<file path="src/rtl/alu_pkg.sv">
// ============================================================================
//  Module      : alu_pkg
//  Description : Shared ALU datapath types and helpers: datapath width,
//                serial-adder state encoding and per-bit generate/propagate.
//  Revision    : 1.0  initial release
// ============================================================================
`default_nettype none

package alu_pkg;

  // Native datapath width of the ALU
  localparam int DATA_W = 32;

  // Serial adder control states
  typedef enum logic [0:0] {
    IDLE = 1'b0,
    RUN  = 1'b1
  } adder_state_t;

  // Per-bit generate/propagate pair, returned as {g, p}
  function automatic logic [1:0] bit_gp(input logic x, input logic y);
    return {x & y, x ^ y};
  endfunction

endpackage

`default_nettype wire

</file>
<file path="src/rtl/cla_slice.sv">
// ============================================================================
//  Module      : cla_slice
//  Description : Combinational BPC-bit carry-look-ahead adder slice. Every
//                internal carry is expanded directly from generate/propagate
//                terms, so there is no ripple chain inside the digit.
//                c_msb is the carry into the slice MSB (used for overflow).
//  Revision    : 1.0  initial release
// ============================================================================
`default_nettype none

module cla_slice
  import alu_pkg::*;
#(
  parameter int BPC = 4
) (
  input  logic [BPC-1:0] x,
  input  logic [BPC-1:0] y,
  input  logic           ci,
  output logic [BPC-1:0] s,
  output logic           co,
  output logic           c_msb
);

  logic [BPC-1:0] w_g;
  logic [BPC-1:0] w_p;
  logic [BPC:0]   w_c;

  for (genvar i = 0; i < BPC; i++) begin : g_gp
    logic [1:0] w_gp;
    assign w_gp   = bit_gp(x[i], y[i]);
    assign w_g[i] = w_gp[1];
    assign w_p[i] = w_gp[0];
  end

  // Look-ahead: c[i] = ci&p[0..i-1] | OR_j( g[j] & p[j+1..i-1] )
  always_comb begin
    logic w_acc;
    logic w_term;
    w_c    = '0;
    w_acc  = 1'b0;
    w_term = 1'b0;
    for (int i = 0; i <= BPC; i++) begin
      w_acc = ci;
      for (int j = 0; j < i; j++) begin
        w_acc = w_acc & w_p[j];
      end
      for (int j = 0; j < i; j++) begin
        w_term = w_g[j];
        for (int k = j + 1; k < i; k++) begin
          w_term = w_term & w_p[k];
        end
        w_acc = w_acc | w_term;
      end
      w_c[i] = w_acc;
    end
  end

  assign s     = w_p ^ w_c[BPC-1:0];
  assign co    = w_c[BPC];
  assign c_msb = w_c[BPC-1];

endmodule

`default_nettype wire

</file>
<file path="src/rtl/serial_cla_adder.sv">
// ============================================================================
//  Module      : serial_cla_adder
//  Description : Multi-cycle adder. Adds WIDTH-bit a + b + cin one BPC-bit
//                digit per clock, LSB digit first, each digit formed by a
//                cla_slice. start/busy/done handshake; result and carry-out
//                hold until the next accepted start.
//                Optional feature macro ADDER_OVERFLOW_FLAG_EN adds the
//                signed-overflow output ovf.
//  Revision    : 1.0  initial release
// ============================================================================
`default_nettype none

module serial_cla_adder
  import alu_pkg::*;
#(
  parameter int WIDTH = DATA_W,
  parameter int BPC   = 4
) (
  input  logic             clk,
  input  logic             rst_n,
  input  logic             start,
  input  logic [WIDTH-1:0] a,
  input  logic [WIDTH-1:0] b,
  input  logic             cin,
  output logic             busy,
  output logic             done,
  output logic [WIDTH-1:0] sum,
  output logic             cout
`ifdef ADDER_OVERFLOW_FLAG_EN
  ,
  output logic             ovf
`endif
);

  localparam int N     = WIDTH / BPC;
  localparam int CNT_W = (N > 1) ? $clog2(N) : 1;

  localparam logic [0:0]       C_ST_IDLE = IDLE;
  localparam logic [0:0]       C_ST_RUN  = RUN;
  localparam logic [CNT_W-1:0] C_LAST    = CNT_W'(N - 1);

  if (WIDTH % BPC != 0) begin : g_cfg_check
    $error("serial_cla_adder: WIDTH (%0d) must be a multiple of BPC (%0d)", WIDTH, BPC);
  end

  logic [0:0]       r_state;
  logic [CNT_W-1:0] r_cnt;
  logic [WIDTH-1:0] r_a;
  logic [WIDTH-1:0] r_b;
  logic             r_carry;
  logic [WIDTH-1:0] r_sum;
  logic             r_cout;
  logic             r_done;

  logic [BPC-1:0]   w_a_dig;
  logic [BPC-1:0]   w_b_dig;
  logic [BPC-1:0]   w_s;
  logic             w_co;
  logic             w_cmsb;
  logic             w_accept;
  logic             w_last;

  assign w_accept = (r_state == C_ST_IDLE) && start;
  assign w_last   = (r_cnt == C_LAST);

  // Select the operand digit addressed by the counter
  always_comb begin
    w_a_dig = r_a[int'(r_cnt) * BPC +: BPC];
    w_b_dig = r_b[int'(r_cnt) * BPC +: BPC];
  end

  cla_slice #(
    .BPC (BPC)
  ) u_slice (
    .x     (w_a_dig),
    .y     (w_b_dig),
    .ci    (r_carry),
    .s     (w_s),
    .co    (w_co),
    .c_msb (w_cmsb)
  );

  // Control FSM, digit counter, operand capture and result accumulation
  always_ff @(posedge clk or negedge rst_n) begin
    if (!rst_n) begin
      r_state <= C_ST_IDLE;
      r_cnt   <= '0;
      r_a     <= '0;
      r_b     <= '0;
      r_carry <= 1'b0;
      r_sum   <= '0;
      r_cout  <= 1'b0;
      r_done  <= 1'b0;
    end else begin
      r_done <= 1'b0;
      case (r_state)
        C_ST_IDLE: begin
          if (start) begin
            r_a     <= a;
            r_b     <= b;
            r_carry <= cin;
            r_cnt   <= '0;
            r_sum   <= '0;
            r_cout  <= 1'b0;
            r_state <= C_ST_RUN;
          end
        end
        C_ST_RUN: begin
          r_sum[int'(r_cnt) * BPC +: BPC] <= w_s;
          r_carry <= w_co;
          if (w_last) begin
            r_state <= C_ST_IDLE;
            r_done  <= 1'b1;
            r_cout  <= w_co;
            r_cnt   <= '0;
          end else begin
            r_cnt <= r_cnt + CNT_W'(1);
          end
        end
        default: r_state <= C_ST_IDLE;
      endcase
    end
  end

`ifdef ADDER_OVERFLOW_FLAG_EN
  logic r_ovf;

  // Signed overflow: carry into the MSB differs from carry out of it
  always_ff @(posedge clk or negedge rst_n) begin
    if (!rst_n) begin
      r_ovf <= 1'b0;
    end else if (w_accept) begin
      r_ovf <= 1'b0;
    end else if ((r_state == C_ST_RUN) && w_last) begin
      r_ovf <= w_co ^ w_cmsb;
    end
  end

  assign ovf = r_ovf;
`else
  logic w_unused_cmsb;
  assign w_unused_cmsb = w_cmsb ^ w_accept;
`endif

  assign busy = (r_state == C_ST_RUN);
  assign done = r_done;
  assign sum  = r_sum;
  assign cout = r_cout;

endmodule

`default_nettype wire

</file>
<file path="config.mk">
export PLATFORM = sky130hd
export DESIGN_NAME = serial_cla_adder
export DESIGN_NICKNAME = d
export VERILOG_FILES = /design/src/rtl/alu_pkg.sv /design/src/rtl/cla_slice.sv /design/src/rtl/serial_cla_adder.sv
export SDC_FILE = /design/constraint.sdc
export NUM_CORES = 1
export LEC_CHECK = 0
export CAP_MARGIN = 40
export CELL_PAD_IN_SITES_DETAIL_PLACEMENT = 0
export CELL_PAD_IN_SITES_GLOBAL_PLACEMENT = 2
export CORE_MARGIN = 3
export CORE_UTILIZATION = 31
export CTS_CLUSTER_DIAMETER = 80
export DETAILED_ROUTE_END_ITERATION = 16
export MAX_ROUTING_LAYER = met4
export PLACE_DENSITY_LB_ADDON = 0.1
export SYNTH_ARGS = -nofsm -noshare
export SYNTH_HDL_FRONTEND = slang
export SYNTH_SLANG_ARGS = --single-unit
</file>
<file path="constraint.sdc">
create_clock -name clk -period 3.6 [get_ports clk]
set_input_delay 0.36 -clock clk [delete_from_list [all_inputs] [get_ports clk]]
set_output_delay 0.36 -clock clk [all_outputs]
set_load 0.02 [all_outputs]
</file>
* After elaboration in Yosys (flattened, before gate mapping)
Cells that the tools add are included.
** Storage, ports and cells
- Register bits :: 103
- Output and inout bits :: 35
** Cells by class
- $add $sub $neg :: 2
- Mux-type cells :: 16
- Shift operators :: 4
- Equal/unequal tests :: 3
- Bitwise operators :: 30
- Reductions and logical operators :: 2
** Operators with widths (count)
- 32-bit one-hot mux with 2 select lines :: 1
- 32-bit by 6-bit variable part select with 4-bit output :: 2
- 5-bit negation with 33-bit output :: 1
- 4-bit by 33-bit variable shift with 32-bit output, first input constant :: 1
- 4-bit by 33-bit variable part select with 32-bit output :: 1
- 32-bit bitwise mux :: 1
- 32-bit two-way mux :: 1
- 1-bit bitwise AND :: 14
- 1-bit OR :: 10
- 1-bit two-way mux :: 7
- 3-bit two-way mux :: 2
- 1-bit one-hot mux with 2 select lines :: 3
- 3-bit one-hot mux with 2 select lines :: 1
- 2-bit AND reduction :: 2
- 1-bit XOR :: 4
- 4-bit XOR :: 1
- 3-bit by 1-bit adder with 3-bit output, second input constant :: 1
- 3-bit equality test, second input constant :: 1
- 2-bit by 1-bit != test with 1-bit output, second input constant :: 1
- 2-bit != test, second input constant :: 1
- 1-bit NOT :: 1

* Longest topological paths before layout
Gate-level depths: netlist (run 1).
- Depth in word-level cells :: 12
- Depth in mapped cells :: 11
- Mapped depth without buffers :: 10

* By module
Synthesis (run 1) repeated with hierarchy kept, for this count alone.
** Second synthesis, totals
- Cells, all modules :: 506
- Area total of the unflattened synthesis :: 4883.4 µm²
** Modules (own cells, without submodules)
- serial_cla_adder :: cells each 491, instances 1, sequential area each 2577.5 µm², area an instance 4737.0 µm²
- cla_slice :: cells each 15, instances 1, sequential area each 0.0 µm², area an instance 146.4 µm²

* Worst setup path before layout (run 1)
OpenSTA, ideal clock, no wires.
- Path type :: reg2reg
- Start :: register r_cnt[0]
- End :: register r_sum[11], in the netlist sum[11]
- Library setup time :: 0.143 ns
- Slack :: 0.872 ns
- Arrival :: 2.585 ns
- Stages on the path, launching flop included :: 12
- Period minus slack after synthesis :: 2.728 ns
- Data required time :: 3.457 ns
- Buffers on the path :: 1
- Path through :: dfrtp_1 > buf_6 > mux4_2 > nand2_1 > and2_1 > inv_1 > ha_1 > ha_1 > o211ai_1 > nand2_1 > xnor2_1 > o21ai_0
** On the way
- Cells in the longest elaborated chain, start to end :: 12
- Elaborated cells on any way between the ends :: 27
- Those cells by class :: 1 x add/sub; 4 x shift; 2 x mux; 20 x bitwise
** Ends and longest elaborated chain
- start: declaration :: line serial_cla_adder.sv:47 : logic [CNT_W-1:0] r_cnt;
- start signal: assignment :: line serial_cla_adder.sv:117 : r_cnt <= r_cnt + CNT_W'(1);
- 32-bit by 6-bit variable part select with 4-bit output (on tied branches) :: line serial_cla_adder.sv:68, serial_cla_adder.sv:69
- 1-bit XOR :: line alu_pkg.sv:22 : return {x & y, x ^ y};
- 1-bit bitwise AND (3 in a row) :: line cla_slice.sv:45 : w_acc = w_acc & w_p[j];
- 1-bit OR (3 in a row) :: line cla_slice.sv:52 : w_acc = w_acc | w_term;
- 4-bit XOR :: line cla_slice.sv:58 : assign s = w_p ^ w_c[BPC-1:0];
- 4-bit by 33-bit variable part select with 32-bit output :: line serial_cla_adder.sv:109 : r_sum[int'(r_cnt) * BPC +: BPC] <= w_s;
- 32-bit bitwise mux * :: line serial_cla_adder.sv:109
- 32-bit one-hot mux with 2 select lines * :: line serial_cla_adder.sv:96 : case (r_state)
- end signal: indexed assignment :: line serial_cla_adder.sv:109
- end: declaration :: line serial_cla_adder.sv:51 : logic [WIDTH-1:0] r_sum;
Mark *: on every way between the ends. The rest lies on a longest branch, timed or not.
A chain may end at the register's enable or synchronous reset.

* Worst setup path after layout (run 1)
Ends and elaborated chain as after synthesis.

==> results of run 1 <==
-- metal layers --
| layer | GRT usage, % | wire length (um) | up-vias | share of wire, % |
|---|---|---|---|---|
| met5 | - | 0 | - | 0 |
| met4 | 4.83 | 231 | 0 | 1.9 |
| met3 | 3.93 | 414 | 16 | 3.3 |
| met2 | 25.5 | 6160 | 71 | 50 |
| met1 | 19.7 | 5570 | 1761 | 45 |
| li1 | - | - | 1837 | - |
-- cells in the final DEF (no fill, tap or decap), drive strengths merged, types with 2 or more instances in the layout --
cell type	count
clkdlybuf4s50	101
clkinv	3
clkbuf	11
ha	12
nor3	2
buf	11
o21ai	34
bufinv	2
xnor2	3
nand3	38
nor2	4
nand2b	7
nor3b	2
inv	5
nand2	224
a21oi	4
dfrtp	103
and2	3
mux4	16
-- area by class of cell --
| type | instances | area share [%] |
|---|---|---|
| clock buffer | 11 | 3.84 |
| clock inverter | 4 | 1.11 |
| inverter | 6 | 0.356 |
| multi-input combinational | 362 | 32.5 |
| sequential | 103 | 40.8 |
| tap | 184 | 3.64 |
| timing repair buffer | 113 | 17.8 |
-- cells by family (layout without fill, tap and decap cells) --
group | count (synthesis) | count (layout)
AOI/OAI and AO/OA | 44 | 44
buffers and inverters | 31 | 134
adders and majority gates | 13 | 13
and+or+nand+nor | 285 | 285
muxes | 16 | 16
DFF | 103 | 103
xor gates and xnor gates | 4 | 4
-- sequential cells by signal, indices dropped and copies added (netlist names) --
register and cells:
r_b 32, r_carry 1, r_cnt 3, cout 1, sum 32, r_a 32, busy 1, done 1
-- worst min-delay path, cell delays in order (launching register included) --
cell and delay [ns]:
dfrtp_1 0.34, nand2_1 0.05, nand2_1 0.05
-- per-stage QoR --
stage | cells | hold WS [ns]
floorplan | 496 | 0.0644
CTS | 783 | 0.472
global route | 783 | 0.490
detailed placement | 767 | 0.341
global placement | 766 | 0.343
finish | 783 | 0.471
-- power by group through the flow --
stage | registers, W | clock network [W] | logic (W)
final | 0.00201 | 0.00104 | 0.00298
after global routing | 0.00208 | 0.00113 | 0.00337
after CTS | 0.00202 | 0.00108 | 0.00308
after detailed placement | 0.00204 | 0 | 0.00306
after global placement | 0.00204 | 0 | 0.00300
after floorplan | 0.00201 | 0 | 0.00187
-- path summary, 6_finish.rpt --
path / from / cells past startpoint / to
min reg2reg: r_b[26] / 2 / r_b[26]
max: r_cnt[0] / 11 / sum[11]
max in group asynchronous: rst_n / 3 / r_a[25]
min: r_b[26] / 2 / r_b[26]
min in group asynchronous: rst_n / 2 / r_b[22]
max reg2reg: r_cnt[0] / 11 / sum[11]
==> results.md, run 1 <==
* Clock Path Buffers at 2
* Int Power at 0.00357 W
* Crit-path cells: mux4_1, nand2_1, and2_1, inv_1, ha_1, ha_1, o211ai_1, nand2_1, xnor2_1, buf_4, o21ai_0
* Worst-Margin Slew at 0.843 ns
* CP Launch Type: flop
* Worst-path clk slew at 0.07 ns
* Grt total ovfl at 0
* Area leader, netlist: dfrtp_1
* Total Nets Final at 676
* Area growth syn-to-layout at 32.4%
* Drt drc at 0
* Area share of and/or/nand/nor cells after synthesis at 25.3%
* Pwr dens at 955 nW/um^2
* DR WL/cell at 15.8 um
* Post-synth EDFFs at 0
* Relative slew slack at 43.8%
* Yosys reg bits at 103
* Post-CTS sizing at 0
* WL final at 12,400 um
* Cell Rows at 44
* Synth Area in Adders at 3.56%
* Placed Instance Area at 6000 sq um
* CP bufs+invs at 2
* Post-Syn Area at 4780 sq um
* Flop-to-flop setup slack at 0.58 ns
* Setup TNS at 0 ns
* Count leader, synth: nand2_1
* Area occupied by multi-input gates at 2050 sq um
* GRT Total Usage at 15.8%
* Die width at 130 um
* Total vias in the final route at 3,685
* First-pass GRT wire length at 20,000 um
* Status: completed
* Die area at 16,900 sq um
* Vias in the first global route at 3,802
* Antenna viol nets, final at 0
* Synthesis Warnings at 0
* Post-CTS Setup Bufs at 0
* I/O Buffers at 102
* Htree depth at 3
* Final Critical Period at 3.02 ns
* Max-slew violations at 0
* Post-route cell area at 6320 sq um
* Mux share of post-synthesis cell area at 7.78%
* Worst min-delay path category: flop to flop
* Worst-Skew Late Latency at 0.35 ns
* Syn avg cell area at 9.63 sq um
* Clock root buffer: clkbuf_16
* Top post-synthesis cells by area: dfrtp_1, nand2_1, mux4_2
* Top cells by count, synth: nand2_1, dfrtp_1, nand3_1
* Crit-path max FO at 11
* Setup violators final at 0
* Synth async-reset ratio at 100%
* Synthesized instance count at 496
* Crit-path max cell delay at 0.74 ns
* Syn nets at 577
* DR vias/cell at 4.71
* Top_reg_cell synth: dfrtp_1
* N_diodes at 0
* CORE AREA at 14,800 sq um
* Initial antenna violation count at 0
* Setup Skew at 0.00736 ns
* Maximum VDD drop at 627 uV
* Sequential cell area at 2580 sq um
* RePlAce Congestion at 0.804
* Die Y at 130 um
* Complex-gate fraction of the synthesized area at 5.37%
* First-pass detailed-route iteration total at 4
* Yosys top cell area share at 54.0%
* CP Capture Type: flop
* CTS tree: done
* Pin count of the biggest net entering global routing at 79
* P_leak at 2.98 nW
* Initial drt markers at 158
* Layout cells sized above 1 at 8.68%
* Initial Util at 32.2%
* Crit path max-delay cell type: dfrtp_1
* Crit share post-route at 83.8%
* Clock Power Share at 17.3%
* Register area share after synthesis at 54.0%
* TritonCTS Sinks at 103
* Largest family of logic cells by synthesized area: simple AND/OR/NAND/NOR gates
* Ports at 103
* Post-CTS Hold Fix Bufs at 1
* Final Total Pwr at 0.00604 W
* Part of the power in registers at 33.3%
* Hpwl dp at 8960 um
* TritonCTS Buffers at 9
* Synth Area in XOR/XNOR at 0.734%
* Hold Fails Final Rpt at 0
* Worst Path Required at 3.83 ns
* Fmax at 332 MHz
* Switch share at 40.8%
* Distinct cells, synth at 38
* RSZ-0062 raised after global routing: false
* Critical path type: flop to flop
* Fillcell total at 1,452
* Comb power frac at 49.4%
* Switching pwr at 0.00246 W
* Pre-CTS setup slack at 0.519 ns
* Final Util at 42.7%
* Max cap viols at 0
* CP delay by family, top: flip-flops
* Arr. time, crit path at 3.25 ns
* Worst Slack Setup Final at 0.584 ns
(Power assumes the default switching activity.)
==> inputs of run 2 (changes only) <==
CORE_UTILIZATION = 28   (was 31)
clock period = 2.6 ns   (was 3.6 ns; I/O delays follow)
==> results.md, run 2 (same netlist as run 1, synthesis figures left out) <==
* Relative slew slack at 59.0%
* RePlAce Congestion at 0.824
* Vias in the first global route at 4,104
* Pin count of the biggest net entering global routing at 61
* Htree depth at 3
* Die area at 18,700 sq um
* P_leak at 3.05 nW
* Max cap viols at 0
* Die Y at 137 um
* Die width at 137 um
* Antenna viol nets, final at 0
* Drt drc at 0
* Hold path depth at 3
* Worst min-delay path category: input port to flop
* Initial antenna violation count at 0
* Final Util at 39.7%
* Arr. time, crit path at 2.71 ns
* Grt total ovfl at 0
* Status: completed
* Flop-to-flop setup slack at 0.12 ns
* CORE AREA at 16,600 sq um
* Layout cells sized above 1 at 14.4%
* TritonCTS Sinks at 103
* Fmax at 403 MHz
* I/O Buffers at 102
* GRT Total Usage at 15.1%
* RSZ-0062 raised after global routing: true
* CTS tree: done
* Total Nets Final at 689
* Hpwl dp at 9490 um
* First-pass detailed-route iteration total at 4
* Hold slack at 0.438 ns
* Clock root buffer: clkbuf_16
* Most common cell after layout, fill and taps aside: nand2_1
* TritonCTS Buffers at 9
* Most frequent cells in the layout: nand2_1, dfrtp_1, clkdlybuf4s50_1
* Critical path type: flop to flop
* DR WL/cell at 15.4 um
* Crit-path max FO at 6
* N_diodes at 0
* DR vias/cell at 4.45
* Cell Rows at 47
* Clock Path Buffers at 2
* Pwr dens at 1470 nW/um^2
* Reg-to-reg critical path endpoint: cout
* Setup violators final at 0
* Area growth syn-to-layout at 38.5%
* Setup TNS at 0 ns
* Reg-to-Reg Start: r_cnt[0]
* CP Launch Type: flop
* Worst-Margin Slew at 0.616 ns
* Maximum VDD drop at 971 uV
* WL final at 12,800 um
* Ports at 103
* Setup Skew at 0.00829 ns
* Total vias in the final route at 3,706
* Hold Path End: r_b[18]
* Initial drt markers at 130
* Worst Path Required at 2.83 ns
* Worst-path clk slew at 0.07 ns
* Worst-Skew Late Latency at 0.35 ns
* First-pass GRT wire length at 21,300 um
* Crit share post-route at 95.4%
* Initial Util at 28.7%
* Max-slew violations at 0
* Cells on worst reg2reg path at 10
* CP Capture Type: flop
* Hold Startpoint: b[18]
* Hold Fails Final Rpt at 0
* Final Critical Period at 2.48 ns
[run 2: cell count changes in the layout (fill, tap and decap cells not counted), sizes merged]
| cell | change |
|---|---|
| buf | +13 |
| bufinv | -1 |
| clkinvlp | +1 |
[run 2: worst max-delay path, cell delays in order, from the launching register on]
cell and delay, ns:
dfrtp_2 0.48, buf_6 0.18, mux4_2 0.50, nand2_1 0.12, nand2_1 0.07, ha_1 0.35, a21oi_2 0.15, nand2_2 0.12
buf_6 0.15, a21oi_4 0.17, a21oi_1 0.09
[run 2: stage by stage]
stage / worst slack, ns / power [W] / instances / cell area (sq um)
after floorplan: 0.0560 / 0.00548 / 496 / 4790
after global placement: -0.120 / 0.00731 / 813 / 6150
after detailed placement: -0.211 / 0.00736 / 813 / 6150
after CTS: 0.00536 / 0.00953 / 833 / 6550
after global routing: -0.0214 / 0.0105 / 832 / 6610
final: 0.121 / 0.00970 / 832 / 6610
[run 2: how the worst max path moves through the flow]
| stage | start | to | cells past startpoint |
|---|---|---|---|
| floorplan | r_cnt[0] | sum[11] | 11 |
| global placement | r_cnt[0] | sum[7] | 10 |
| detailed placement | r_cnt[0] | sum[26] | 10 |
| CTS | r_cnt[0] | r_carry | 11 |
| global route | r_cnt[0] | r_carry | 10 |
| finish | r_cnt[0] | cout | 10 |
[run 2: power breakdown]
group	internal, W	switching, W	total (W)
combinational	0.00277	0.00286	0.00562
sequential	0.00228	0.000451	0.00273
clock	0.000765	0.000580	0.00134
total	0.00581	0.00389	0.00970
[run 2: final cells by class]
cell class / instances / area [sq um]
inverters: 6 / 22.5
fillers: 1666 / 10000
well taps: 220 / 275
repair buffers: 126 / 1270
multi-input cells: 362 / 2180
clock buffers: 11 / 243
flip-flops and latches: 103 / 2580
clock inverters: 4 / 47.5
[run 2: timing repair]
action,CTS,global route
buffers inserted,4,0
resized for setup,27,16
cloned,0,0
hold buffers,1,0
pin swaps,7,11
endpoints found under the hold margin,43,0
endpoints found under the setup margin,18,30
[run 2: layer usage]
layer  share of wire, %  global-route usage [%]
met1                 46                    19.4
met2                 49                    24.3
met3                3.5                    2.57
met4                1.6                    5.21
met5                  0                       -
==> inputs of run 3 (changes only) <==
MAX_ROUTING_LAYER = unset   (was met4)
==> results.md, run 3 (same netlist as run 1, synthesis figures left out) <==
* Status: completed
* RePlAce Congestion at 0.812
* Pwr dens at 1460 nW/um^2
* Area growth syn-to-layout at 38.5%
* Fmax at 403 MHz
* Crit-path max FO at 6
* Hold Fails Final Rpt at 0
* Total vias in the final route at 3,706
* Hold path depth at 3
* Most common cell after layout, fill and taps aside: nand2_1
* Htree depth at 3
* Die Y at 137 um
* Clock Path Buffers at 2
* Relative slew slack at 59.5%
* DR WL/cell at 15.3 um
* Final Critical Period at 2.48 ns
* Critical path type: flop to flop
* CP Launch Type: flop
* WL final at 12,800 um
* TritonCTS Buffers at 9
* Vias in the first global route at 4,098
* Final std cells w/o fill at 832
* Worst Path Required at 2.83 ns
* CORE AREA at 16,600 sq um
* Reg-to-reg critical path endpoint: cout
* Hold Startpoint: b[18]
* Die area at 18,700 sq um
* Clock root buffer: clkbuf_16
* CP Capture Type: flop
* Grt total ovfl at 0
* P_leak at 3.05 nW
* Crit share post-route at 95.4%
* Initial Util at 28.7%
* Pre-CTS setup slack at -0.211 ns
* Setup violators final at 0
* Total Nets Final at 689
* Max cap viols at 0
* GRT Total Usage at 14.7%
* Worst min-delay path category: input port to flop
* Initial antenna violation count at 0
* Worst-Skew Late Latency at 0.34 ns
* Worst-path clk slew at 0.07 ns
* Cell Rows at 47
* Antenna viol nets, final at 0
* N_diodes at 0
* Cells on worst reg2reg path at 10
* Pin count of the biggest net entering global routing at 61
* Maximum VDD drop at 970 uV
* Inst Count DP at 813
* CP endpoint: cout
* Worst-Margin Slew at 0.607 ns
* Worst setup startpoint: r_cnt[0]
* Die width at 137 um
* Arr. time, crit path at 2.71 ns
* Ports at 103
* Layout cells sized above 1 at 14.4%
* Reg-to-Reg Start: r_cnt[0]
* Max-slew violations at 0
* I/O Buffers at 102
* DR vias/cell at 4.45
* CTS tree: done
* Flop-to-flop setup slack at 0.12 ns
* RSZ-0062 raised after global routing: true
* Initial drt markers at 135
* First-pass detailed-route iteration total at 4
* Hpwl dp at 9490 um
* Drt drc at 0
* Final Util at 39.7%
* Final Total Pwr at 0.00969 W
* Worst Slack Setup Final at 0.120 ns
* Hold slack at 0.439 ns
* Most frequent cells in the layout: nand2_1, dfrtp_1, clkdlybuf4s50_1
* First-pass GRT wire length at 21,300 um
* TritonCTS Sinks at 103
* Setup Skew at 0.00808 ns
==> run 3: cell type report <==
class                           count  area, sq um
Inverter                            6         22.5
Sequential cell                   103         2580
Tap cell                          220          275
Multi-Input combinational cell    362         2180
Clock inverter                      4         47.5
Fill cell                        1666        10000
Timing Repair Buffer              126         1270
Clock buffer                       11          243
==> run 3: power by group <==
group	leakage [nW]	total [W]	switching, W	internal (W)
clock network	0.141	0.00134	0.000578	0.000765
registers	1.32	0.00273	0.000448	0.00228
logic	1.58	0.00562	0.00286	0.00276
==> run 3: metrics by stage <==
step	cell area, sq um	setup TNS [ns]
global route	6610	-0.0472
floorplan	4790	0
CTS	6550	0
detailed placement	6150	-3.14
global placement	6150	-1.69
finish	6610	0
==> run 3: how the worst min path moves through the flow <==
stage | to | slack, ns
finish | r_b[18] | 0.44
global route | r_a[29] | 0.45
CTS | r_a[29] | 0.43
detailed placement | r_a[5] | 0.32
global placement | r_a[11] | 0.31
floorplan | busy | -0.04
==> run 3: timing repair <==
action | CTS | global route
endpoints found under the setup margin | 18 | 30
setup buffers | 4 | 0
gates resized for setup | 27 | 16
pin swaps | 7 | 11
hold buffers | 1 | 0
endpoints found under the hold margin | 43 | 0
==> run 3: worst max-delay path, cell delays in order (launching register included) <==
cell	delay, ns
dfrtp_2	0.48
buf_6	0.18
mux4_2	0.50
nand2_1	0.12
nand2_1	0.07
ha_1	0.35
a21oi_2	0.15
nand2_2	0.12
buf_6	0.15
a21oi_4	0.17
a21oi_1	0.09
==> run 3: per-layer routing <==
| layer | vias up | global-route usage, % | share of wire [%] | wire, um |
|---|---|---|---|---|
| met5 | - | 0 | 0 | 0 |
| met4 | 0 | 5.21 | 1.6 | 206 |
| met3 | 13 | 2.54 | 3.5 | 444 |
| met2 | 70 | 24.2 | 49 | 6280 |
| met1 | 1766 | 19.5 | 46 | 5820 |
| li1 | 1857 | - | - | - |
